**src/rtl/present_sbox_layer_ctrl.sv**
```systemverilog
// Sequencer that streams a 3-share PRESENT state through a LATENCY-deep masked S-box core.
// Optional build macro PRESENT_SB_PRECHARGE_EN: zero the sb_in shares whenever sb_in_valid is low.
module present_sbox_layer_ctrl #(
    parameter int unsigned LATENCY = 5,
    parameter int unsigned NIB     = 16
) (
    input  logic              clk,
    input  logic              rst_n,
    input  logic              start,
    input  logic [4*NIB-1:0]  state_in_s1,
    input  logic [4*NIB-1:0]  state_in_s2,
    input  logic [4*NIB-1:0]  state_in_s3,
    output logic [3:0]        sb_in_s1,
    output logic [3:0]        sb_in_s2,
    output logic [3:0]        sb_in_s3,
    output logic              sb_in_valid,
    input  logic [3:0]        sb_out_s1,
    input  logic [3:0]        sb_out_s2,
    input  logic [3:0]        sb_out_s3,
    output logic [4*NIB-1:0]  state_out_s1,
    output logic [4*NIB-1:0]  state_out_s2,
    output logic [4*NIB-1:0]  state_out_s3,
    output logic              busy,
    output logic              done
);

    localparam int unsigned W  = 4 * NIB;
    localparam int unsigned CW = $clog2(NIB);
    localparam logic [CW-1:0] LAST = CW'(NIB - 1);

    typedef enum logic [1:0] {
        IDLE,
        FEED,
        DRAIN,
        DONE
    } state_e;

    state_e              state_q;
    logic [W-1:0]        sh1_q, sh2_q, sh3_q;
    logic [W-1:0]        out1_q, out2_q, out3_q;
    logic [3:0]          sb1_q, sb2_q, sb3_q;
    logic                valid_q;
    logic                busy_q;
    logic                done_q;
    logic [CW-1:0]       feed_cnt_q;
    logic [CW-1:0]       cap_cnt_q;
    logic [LATENCY-1:0]  vsr_q;

    logic [CW-1:0]       feed_cnt_d;
    logic [CW+1:0]       feed_base_d;
    logic [CW+1:0]       cap_base;
    logic                tap;

    always_comb begin
        feed_cnt_d  = feed_cnt_q + 1'b1;
        feed_base_d = {feed_cnt_d, 2'b00};
        cap_base    = {cap_cnt_q, 2'b00};
        tap         = vsr_q[LATENCY-1];
    end

    always_ff @(posedge clk or negedge rst_n) begin
        if (!rst_n) begin
            state_q    <= IDLE;
            sh1_q      <= '0;
            sh2_q      <= '0;
            sh3_q      <= '0;
            out1_q     <= '0;
            out2_q     <= '0;
            out3_q     <= '0;
            sb1_q      <= '0;
            sb2_q      <= '0;
            sb3_q      <= '0;
            valid_q    <= 1'b0;
            busy_q     <= 1'b0;
            done_q     <= 1'b0;
            feed_cnt_q <= '0;
            cap_cnt_q  <= '0;
            vsr_q      <= '0;
        end else begin
            // vsr_q[k] set means a nibble entered the core k+1 cycles ago
            vsr_q[0] <= valid_q;
            for (int unsigned i = 1; i < LATENCY; i++) begin
                vsr_q[i] <= vsr_q[i-1];
            end

            if (tap) begin
                out1_q[cap_base +: 4] <= sb_out_s1;
                out2_q[cap_base +: 4] <= sb_out_s2;
                out3_q[cap_base +: 4] <= sb_out_s3;
                cap_cnt_q             <= cap_cnt_q + 1'b1;
            end

            case (state_q)
                IDLE: begin
                    if (start) begin
                        sh1_q      <= state_in_s1;
                        sh2_q      <= state_in_s2;
                        sh3_q      <= state_in_s3;
                        sb1_q      <= state_in_s1[3:0];
                        sb2_q      <= state_in_s2[3:0];
                        sb3_q      <= state_in_s3[3:0];
                        valid_q    <= 1'b1;
                        busy_q     <= 1'b1;
                        feed_cnt_q <= '0;
                        cap_cnt_q  <= '0;
                        state_q    <= FEED;
                    end
                end
                FEED: begin
                    // feed_cnt_q is the nibble currently presented on sb_in
                    if (feed_cnt_q == LAST) begin
                        valid_q <= 1'b0;
`ifdef PRESENT_SB_PRECHARGE_EN
                        sb1_q   <= '0;
                        sb2_q   <= '0;
                        sb3_q   <= '0;
`endif
                        state_q <= DRAIN;
                    end else begin
                        feed_cnt_q <= feed_cnt_d;
                        sb1_q      <= sh1_q[feed_base_d +: 4];
                        sb2_q      <= sh2_q[feed_base_d +: 4];
                        sb3_q      <= sh3_q[feed_base_d +: 4];
                    end
                end
                DRAIN: begin
                    if (tap && (cap_cnt_q == LAST)) begin
                        busy_q  <= 1'b0;
                        done_q  <= 1'b1;
                        state_q <= DONE;
                    end
                end
                DONE: begin
                    done_q  <= 1'b0;
                    state_q <= IDLE;
                end
                default: begin
                    state_q <= IDLE;
                end
            endcase
        end
    end

    assign sb_in_s1     = sb1_q;
    assign sb_in_s2     = sb2_q;
    assign sb_in_s3     = sb3_q;
    assign sb_in_valid  = valid_q;
    assign state_out_s1 = out1_q;
    assign state_out_s2 = out2_q;
    assign state_out_s3 = out3_q;
    assign busy         = busy_q;
    assign done         = done_q;

endmodule

```
**config.mk**
```make
export PLATFORM = sky130hd
export DESIGN_NAME = present_sbox_layer_ctrl
export DESIGN_NICKNAME = d
export VERILOG_FILES = /design/src/rtl/present_sbox_layer_ctrl.sv
export SDC_FILE = /design/constraint.sdc
export NUM_CORES = 1
export LEC_CHECK = 0
export BUFFER_PORTS_ARGS = -buffer_cell sky130_fd_sc_hd__buf_2
export CORE_ASPECT_RATIO = 0.9
export CORE_MARGIN = 2
export CORE_UTILIZATION = 56
export CTS_BUF_LIST = sky130_fd_sc_hd__clkbuf_4
export DETAILED_ROUTE_END_ITERATION = 7
export GPL_ROUTABILITY_DRIVEN = 0
export GPL_TIMING_DRIVEN = 1
export PLACE_DENSITY = 0.92
export SETUP_SLACK_MARGIN = 0.05
export SLEW_MARGIN = 40
export SYNTH_ARGS = -nofsm -noshare
export SYNTH_HDL_FRONTEND = slang
export SYNTH_SLANG_ARGS = --single-unit
export TNS_END_PERCENT = 20
```
**constraint.sdc**
```tcl
create_clock -name clk -period 2.7 [get_ports clk]
set_input_delay 0.54 -clock clk [delete_from_list [all_inputs] [get_ports clk]]
set_output_delay 0.54 -clock clk [all_outputs]
set_load 0.03 [all_outputs]
```
==> impl_metrics.toml, run 1 <==
[power]
total_power_mw = 31.0
power_density_mw_per_mm2 = 1380
vdd_ir_drop_max_v = 0.000911
leakage_nw = 10.6

[clocking]
numCtsBuffers = 101
h-tree-depth = 3
cts_setup_buffers = 0
worstSkewPairLatency_ns = 0.78
clkTransAtPathRegs_ns = 0.08
clockBufferDepth = 3
ctsHoldBuffers = 99
clk_root_buffer_cell = "clkbuf_4"
cts.sinks = 414
cts_tree = "built"
postCtsResizedCells = 0

[die]
fp.coreArea_sq_mm = 0.0308
die_w_microns = 190
rows = 61
die-height_microns = 172
start_util = 0.566
ios = 414
die_area_sq_mm = 0.0326

[synth]
synth-seq-cells = 414
synth-main-ff-cell = "dfrtp_1"
syn_area_per_cell_sq_um = 12.9
synth_area_leaders = "dfrtp_1, mux2_2, nand2_1, mux4_2, o21ai_0"
synth_area_leader_cell = "dfrtp_1"
ys_warn_count = 0
async_reset_ff_frac = 1.00
synth_most_common_cell = "dfrtp_1"
synth_edf_count = 0
synthCells = 1356
synth_area_sq_mm = 0.0175
syn_nets = 1573
netlist_top_cells_count = "dfrtp_1, mux2_2, nand2_1, o21ai_0, buf_2"
synth_cell_type_count = 41
yosysTopAreaCellShare = 0.593
seq_area_frac_synth = 0.593

[worst_setup_path]
cp.depth = 6
cp.required_ns = 3.31
path_max_fanout = 12
rr_endpoint = "sb_in_s3[0]"
critPathLaunchType = "register"
max_stage_delay_ns = 0.60
crit_type = "register to register"
cp.arrival_ns = 3.24
cp-end-kind = "register"
cpLargestDelayFamily = "simple AND/OR/NAND/NOR gates"
path_cells = "ha_1 > buf_4 > and2_1 > nand3_1 > nand4_1 > nand2_1"
timing.rr.start = "feed_cnt_q[1]"
cp_slowest_cell = "and2_1"
rrSetupSlack_ns = 0.08
critPathBufInv = 1
rr_worst_depth = 6

[grt]
grt_util_all_layers = 0.344
grt_pass1_wl_microns = 84900
grt_max_degree = 78
grt_pass1_vias = 15042
grt_remaining_overflow = 0
antenna_found_initial = 18

[status]
status = "finished, final reports clean"

[drt]
viasPerCell = 6.15
wl_per_cell_microns = 24.6
first_pass_iters = 5
routed_wl_microns = 59800
num_vias = 14915
drt.antenna.violating_nets = 0
post-route-drc-count = 0
drtIter0Drc = 1398

[timing]
hold_violations = 0
finalMaxSlewViolations = 0
fin_setup_tns_ns = 0
final.min_clock_period_ns = 2.62
finClkSkew_ns = 0.0666
worstMarginPinSlew_ns = 0.810
finalSetupViolations = 0
min_period_over_period = 0.972
worst_hold_slack_ns = 0.0367
slew_headroom = 0.459
timing.fmax_mhz = 381
setup_ws_ns = 0.0754

[finish]
area_growth_pct = 28.9
fin_area_sq_mm = 0.0225
fin_util = 0.730
fillers = 1808
drive_above_1_share = 0.476
nets = 2150
stdcell_count = 2426

[hold_path]
hp-start = "state_in_s3[7]"
hold_end = "sh3_q[7]"
hp-class = "input port to register"
hold_depth = 2

[place]
io_buffers = 413
dp_hpwl_microns = 35100
preCtsSetupSlack_ns = 0.344
place_area_sq_mm = 0.0200
placed_cells = 2116

[run]
maxCapViolCount = 0
==> state kept, by name, indices dropped and copies added, names as in the netlist, 2 cells and up <==
signal / cells
state_out_s2: 64
cap_cnt_q: 4
vsr_q: 5
sh3_q: 64
sb_in_s2: 4
state_out_s1: 64
state_q: 2
feed_cnt_q: 4
sh2_q: 64
sb_in_s3: 4
state_out_s3: 64
sb_in_s1: 4
sh1_q: 64
==> placed cells by master (no fill, tap or decap), types with 5 or more instances in the layout <==
cell and count:
dlygate4sd3_1 123, buf_4 26, o21ai_2 16, clkinv_1 17, o21ai_1 8, o21ai_0 73, buf_2 412, nor3b_1 12
a32oi_1 12, diode_2 14, mux2i_1 15, nor2_1 12, nand2_2 8, dfrtp_1 413, clkbuf_4 146, ha_1 10
mux2_2 290, mux4_2 24, nand3_1 30, inv_1 9, nand2_1 247, a21oi_1 5, buf_12 10, a221oi_1 12
nand4_1 17, o31ai_1 10
==> routing by layer <==
layer / wire length (microns) / share of wire / vias to the layer above / global-route usage
met3: 6270 / 0.10 / 393 / 0.103
met5: 83 / 0.0014 / - / 0
met2: 29400 / 0.49 / 1255 / 0.578
li1: - / - / 5979 / -
met1: 19500 / 0.33 / 7276 / 0.389
met4: 4520 / 0.076 / 12 / 0.215
==> worst register-to-register path: cells and delay by family (launching register included) <==
| family | cells | cell delay, ns |
|---|---|---|
| flip-flops | 1 | 0.41 |
| buffers and inverters | 1 | 0.28 |
| AND/OR/NAND/NOR | 4 | 1.22 |
| adder cells (fa/ha/maj) | 1 | 0.56 |
==> cell families (layout without fill, tap and decap cells) <==
| kind of cell | after synthesis | after routing | synth area share |
|---|---|---|---|
| flops | 414 | 414 | 0.593 |
| other cells | 0 | 14 | 0 |
| compound gates | 142 | 142 | 0.0520 |
| fa+ha+maj | 10 | 10 | 0.00716 |
| simple gates | 346 | 346 | 0.0862 |
| xor+xnor | 8 | 8 | 0.00444 |
| buf+inv | 107 | 754 | 0.0304 |
| mux | 329 | 329 | 0.227 |
==> worst max path at each step <==
| stage | start | end |
|---|---|---|
| floorplan | cap_cnt_q[0] | state_out_s1[40] |
| global placement | start | sb_in_s1[2] |
| detailed placement | cap_cnt_q[0] | state_out_s1[46] |
| CTS | cap_cnt_q[1] | state_out_s2[45] |
| global route | feed_cnt_q[1] | sb_in_s3[0] |
| finish | feed_cnt_q[1] | sb_in_s3[0] |
==> where the power goes <==
part           leakage (nW)  switching, mW  internal (mW)
sequential             5.00           2.08           9.24
combinational          4.85           8.88           5.46
clock                 0.747           2.70           2.67
total                  10.6           13.7           17.4
==> cell type report <==
type	instances	area (sq um)	share of cell area
Antenna cell	14	35.0	0.00156
Clock buffer	146	1100	0.0487
Clock inverter	27	169	0.00750
Inverter	9	33.8	0.00150
Multi-Input combinational cell	835	6600	0.293
Sequential cell	414	10400	0.460
Tap cell	409	512	0.0227
Timing Repair Buffer	572	3700	0.165
(Power assumes the default switching activity.)
==> run 2: changes to the inputs <==
--- a/config.mk
+++ b/config.mk
@@ -8,12 +8,12 @@
 export BUFFER_PORTS_ARGS = -buffer_cell sky130_fd_sc_hd__buf_2
 export CORE_ASPECT_RATIO = 0.9
 export CORE_MARGIN = 2
-export CORE_UTILIZATION = 56
+export CORE_UTILIZATION = 60
 export CTS_BUF_LIST = sky130_fd_sc_hd__clkbuf_4
 export DETAILED_ROUTE_END_ITERATION = 7
-export GPL_ROUTABILITY_DRIVEN = 0
+export GPL_ROUTABILITY_DRIVEN = 1
 export GPL_TIMING_DRIVEN = 1
-export PLACE_DENSITY = 0.92
+export PLACE_DENSITY = 0.95
 export SETUP_SLACK_MARGIN = 0.05
 export SLEW_MARGIN = 40
 export SYNTH_ARGS = -nofsm -noshare
==> constraint.sdc (replaced) <==
create_clock -name clk -period 3.02 [get_ports clk]
set_input_delay 0.604 -clock clk [delete_from_list [all_inputs] [get_ports clk]]
set_output_delay 0.604 -clock clk [all_outputs]
set_load 0.03 [all_outputs]
==> impl_metrics.toml, run 2 (synthesized netlist as in run 1, its figures left out) <==
[status]
status = "finished, final reports clean"

[clocking]
h-tree-depth = 3
clk_root_buffer_cell = "clkbuf_4"
worstSkewPairLatency_ns = 0.73
clockBufferDepth = 3
postCtsResizedCells = 0
cts.sinks = 414
numCtsBuffers = 104
clkTransAtPathRegs_ns = 0.07
cts_tree = "built"

[place]
io_buffers = 413
placed_cells = 2070
dp_hpwl_microns = 35400
gp_congestion = 0.878

[hold_path]
hp-class = "input port to register"
hold_end = "sh2_q[41]"
hold_depth = 2
hp-start = "state_in_s2[41]"

[worst_setup_path]
crit_type = "register to register"
timing.rr.start = "cap_cnt_q[1]"
rr_worst_depth = 7
cp.required_ns = 3.58
cp-end-kind = "register"
path_max_fanout = 24
rr_endpoint = "state_out_s3[14]"
critPathLaunchType = "register"
rrSetupSlack_ns = 0.23
cp.arrival_ns = 3.36

[grt]
grt_pass1_wl_microns = 78200
antenna_found_initial = 24
grt_util_all_layers = 0.334
grt_pass1_vias = 14259
grt_remaining_overflow = 0
grt_max_degree = 87

[timing]
timing.fmax_mhz = 358
finalMaxSlewViolations = 0
rsz0062_at_grt = "false"
fin_setup_tns_ns = 0
finClkSkew_ns = 0.0468
slew_headroom = 0.474
worstMarginPinSlew_ns = 0.787
min_period_over_period = 0.925
hold_violations = 0
final.min_clock_period_ns = 2.79
finalSetupViolations = 0

[finish]
nets = 2028
drive_above_1_share = 0.509
most-common-layout-cells = "dfrtp_1, buf_2, mux2_2, nand2_1, clkbuf_4"
stdcell_count = 2255
area_growth_pct = 21.2

[drt]
routed-wl-met3_microns = 4680
post-route-drc-count = 0
drt.antenna.violating_nets = 0
drtIter0Drc = 1378
first_pass_iters = 7
num_vias = 13666
top_layer = "met5"
routed_wl_microns = 50900
wl_per_cell_microns = 22.6
met2_wirelength_microns = 24700
viasPerCell = 6.06
wl_met1_microns = 18000

[power]
leakage_nw = 10.1
total_power_mw = 26.8
vdd_ir_drop_max_v = 0.000681
power_density_mw_per_mm2 = 1260

[die]
ios = 414
start_util = 0.607
die-height_microns = 166
rows = 59
die_w_microns = 184
fp.coreArea_sq_mm = 0.0288
die_area_sq_mm = 0.0305

[run]
maxCapViolCount = 0
run 2: worst max path at each step:
| stage | startpoint | endpoint | slack (ns) | depth (start not counted) |
|---|---|---|---|---|
| floorplan | cap_cnt_q[0] | state_out_s1[40] | 0.96 | 9 |
| global placement | cap_cnt_q[1] | state_out_s3[7] | 0.55 | 6 |
| detailed placement | cap_cnt_q[1] | state_out_s3[15] | 0.37 | 6 |
| CTS | cap_cnt_q[1] | state_out_s3[14] | 0.29 | 7 |
| global route | cap_cnt_q[1] | state_out_s2[9] | 0.09 | 7 |
| finish | cap_cnt_q[1] | state_out_s3[14] | 0.23 | 7 |
run 2: routing by layer:
metal / GRT usage / vias to the layer above
li1: - / 5725
met5: 0 / -
met3: 0.0982 / 243
met1: 0.398 / 6778
met4: 0.226 / 6
met2: 0.527 / 914
run 2: critical path, cell delays in order, from the launching register on:
cell      delay (ns)
dfrtp_1         0.59
inv_1           0.15
ha_1            0.27
nor2b_1         0.18
nand2b_1        0.38
or3_1           0.74
nand2_1         0.20
o21ai_0         0.13
run 2: final cells by class:
type,instances,area [sq um]
well taps,366,458
clock inverters,13,80.1
fillers,1745,7620
clock buffers,152,1140
repair buffers,447,2440
flip-flops and latches,414,10400
multi-input cells,835,6610
diodes,19,47.5
inverters,9,33.8
run 2: repair_timing:
action / 4_1_cts / 5_1_grt
buffers inserted: 0 / 0
endpoints found under the hold margin: 74 / 0
hold buffers: 1 / 0
run 2: stage by stage:
step / setup WS, ns / instance area (sq um) / hold slack, ns / utilization
after global placement: 0.546 / 19900 / 0.339 / 0.690
after CTS: 0.290 / 21100 / 0.0340 / 0.734
after detailed placement: 0.367 / 19900 / 0.341 / 0.691
after floorplan: 0.956 / 17500 / 0.308 / -
final: 0.227 / 21200 / 0.100 / 0.735
after global routing: 0.0946 / 21200 / 0.0321 / 0.735
run 2: power breakdown:
group | total (mW) | switching (mW) | internal [mW]
Sequential | 9.93 | 1.66 | 8.26
Combinational | 12.3 | 7.60 | 4.73
Clock | 4.53 | 2.18 | 2.35
==> run 3: changes to the inputs <==
--- a/config.mk
+++ b/config.mk
@@ -14,6 +14,7 @@
 export GPL_ROUTABILITY_DRIVEN = 1
 export GPL_TIMING_DRIVEN = 1
 export PLACE_DENSITY = 0.95
+export REMOVE_ABC_BUFFERS = 1
 export SETUP_SLACK_MARGIN = 0.05
 export SLEW_MARGIN = 40
 export SYNTH_ARGS = -nofsm -noshare
==> impl_metrics.toml, run 3 (synthesized netlist as in run 1, its figures left out) <==
[drt]
first_pass_iters = 6
post-route-drc-count = 0
viasPerCell = 6.04
num_vias = 13575
routed_wl_microns = 49700
wl_per_cell_microns = 22.1
drtIter0Drc = 1025
drt.antenna.violating_nets = 0

[die]
ios = 414
die-height_microns = 166
fp.coreArea_sq_mm = 0.0288
die_area_sq_mm = 0.0305
start_util = 0.607
die_w_microns = 184
rows = 59

[timing]
final.min_clock_period_ns = 2.87
slew_headroom = 0.449
fin_setup_tns_ns = 0
rsz0062_at_grt = "false"
finalMaxSlewViolations = 0
timing.fmax_mhz = 348
hold_violations = 0
finalSetupViolations = 0
min_period_over_period = 0.950
finClkSkew_ns = 0.0769
worstMarginPinSlew_ns = 0.824

[power]
vdd_ir_drop_max_v = 0.000673
leakage_nw = 10.0
total_power_mw = 26.7
power_density_mw_per_mm2 = 1260

[place]
dp_hpwl_microns = 33700
gp_congestion = 0.865
io_buffers = 413
placed_cells = 2066

[clocking]
cts_tree = "built"
cts.sinks = 414
clk_root_buffer_cell = "clkbuf_4"
numCtsBuffers = 100
h-tree-depth = 3
clockBufferDepth = 3
worstSkewPairLatency_ns = 0.75
clkTransAtPathRegs_ns = 0.07

[worst_setup_path]
cp.arrival_ns = 3.41
critPathLaunchType = "register"
cp.required_ns = 3.56
path_max_fanout = 12
crit_type = "register to register"
cp-end-kind = "register"

[finish]
final_common_cell = "dfrtp_1"
drive_above_1_share = 0.504
area_growth_pct = 21.0
nets = 2020
most-common-layout-cells = "dfrtp_1, buf_2, mux2_2, nand2_1, clkbuf_4"
stdcell_count = 2249

[hold_path]
hp-class = "input port to register"

[grt]
grt_util_all_layers = 0.324
antenna_found_initial = 15
grt_max_degree = 111
grt_remaining_overflow = 0
grt_pass1_wl_microns = 76200
grt_pass1_vias = 14146

[status]
status = "finished, final reports clean"

[run]
maxCapViolCount = 0
==> run 3: cell count changes in the layout (fill, tap and decap cells not counted), sizes merged <==
cell and delta:
clkinv +12, diode -4, bufinv +2, buf -4, clkinvlp +1, clkbuf -11, inv -2
==> run 3: worst paths after layout <==
path | startpoint | end | slack, ns | cells after the start
worst max-delay path | cap_cnt_q[0] | state_out_s1[9] | 0.15 | 7
worst min-delay path | state_in_s3[33] | sh3_q[33] | 0.08 | 2
worst max register to register | cap_cnt_q[0] | state_out_s1[9] | 0.15 | 7
worst min register to register | vsr_q[1] | vsr_q[2] | 0.35 | 0
max in group asynchronous | rst_n | sh2_q[50] | 1.58 | 4
min in group asynchronous | rst_n | state_out_s2[61] | 0.47 | 2
==> run 3: per-stage QoR <==
stage	instance area [sq um]	hold WS, ns	utilization	setup slack, ns
final	21100	0.0842	0.734	0.150
after global routing	21100	0.0340	0.734	0.0191
after CTS	21100	0.0157	0.732	0.139
after detailed placement	19800	0.336	0.688	0.322
after global placement	19800	0.334	0.688	0.461
after floorplan	17000	0.308	-	-2.86
==> run 3: what timing repair did <==
action	4_1_cts	5_1_grt
hold endpoints to repair	71	0
resized for setup	0	5
hold buffers	1	0
setup buffers	0	0
setup endpoints to repair	0	39
==> run 3: per-layer routing <==
metal | part of all wire | up-vias | track usage
li1 | - | 5708 | -
met1 | 0.36 | 6769 | 0.393
met2 | 0.49 | 843 | 0.514
met3 | 0.082 | 251 | 0.0840
met4 | 0.065 | 4 | 0.214
met5 | 0.00052 | - | 0
==> run 3: critical path, stage by stage, from the launching register on <==
cell      delay, ns
dfrtp_1        0.63
inv_1          0.17
ha_1           0.28
nor2_1         0.23
a21boi_0       0.16
o21ai_0        0.41
nand3_2        0.40
mux2_2         0.41
==> run 3: area by class of cell <==
| cell class | count | area [sq um] |
|---|---|---|
| well taps | 366 | 458 |
| diodes | 15 | 37.5 |
| fillers | 1773 | 7650 |
| repair buffers | 443 | 2380 |
| flip-flops and latches | 414 | 10400 |
| clock inverters | 26 | 195 |
| inverters | 9 | 33.8 |
| multi-input cells | 835 | 6610 |
| clock buffers | 141 | 1060 |
==> run 3: report_power, final <==
part / internal [mW] / switching (mW)
Clock: 2.40 / 2.22
Sequential: 8.26 / 1.68
Combinational: 4.69 / 7.48
Total: 15.3 / 11.4
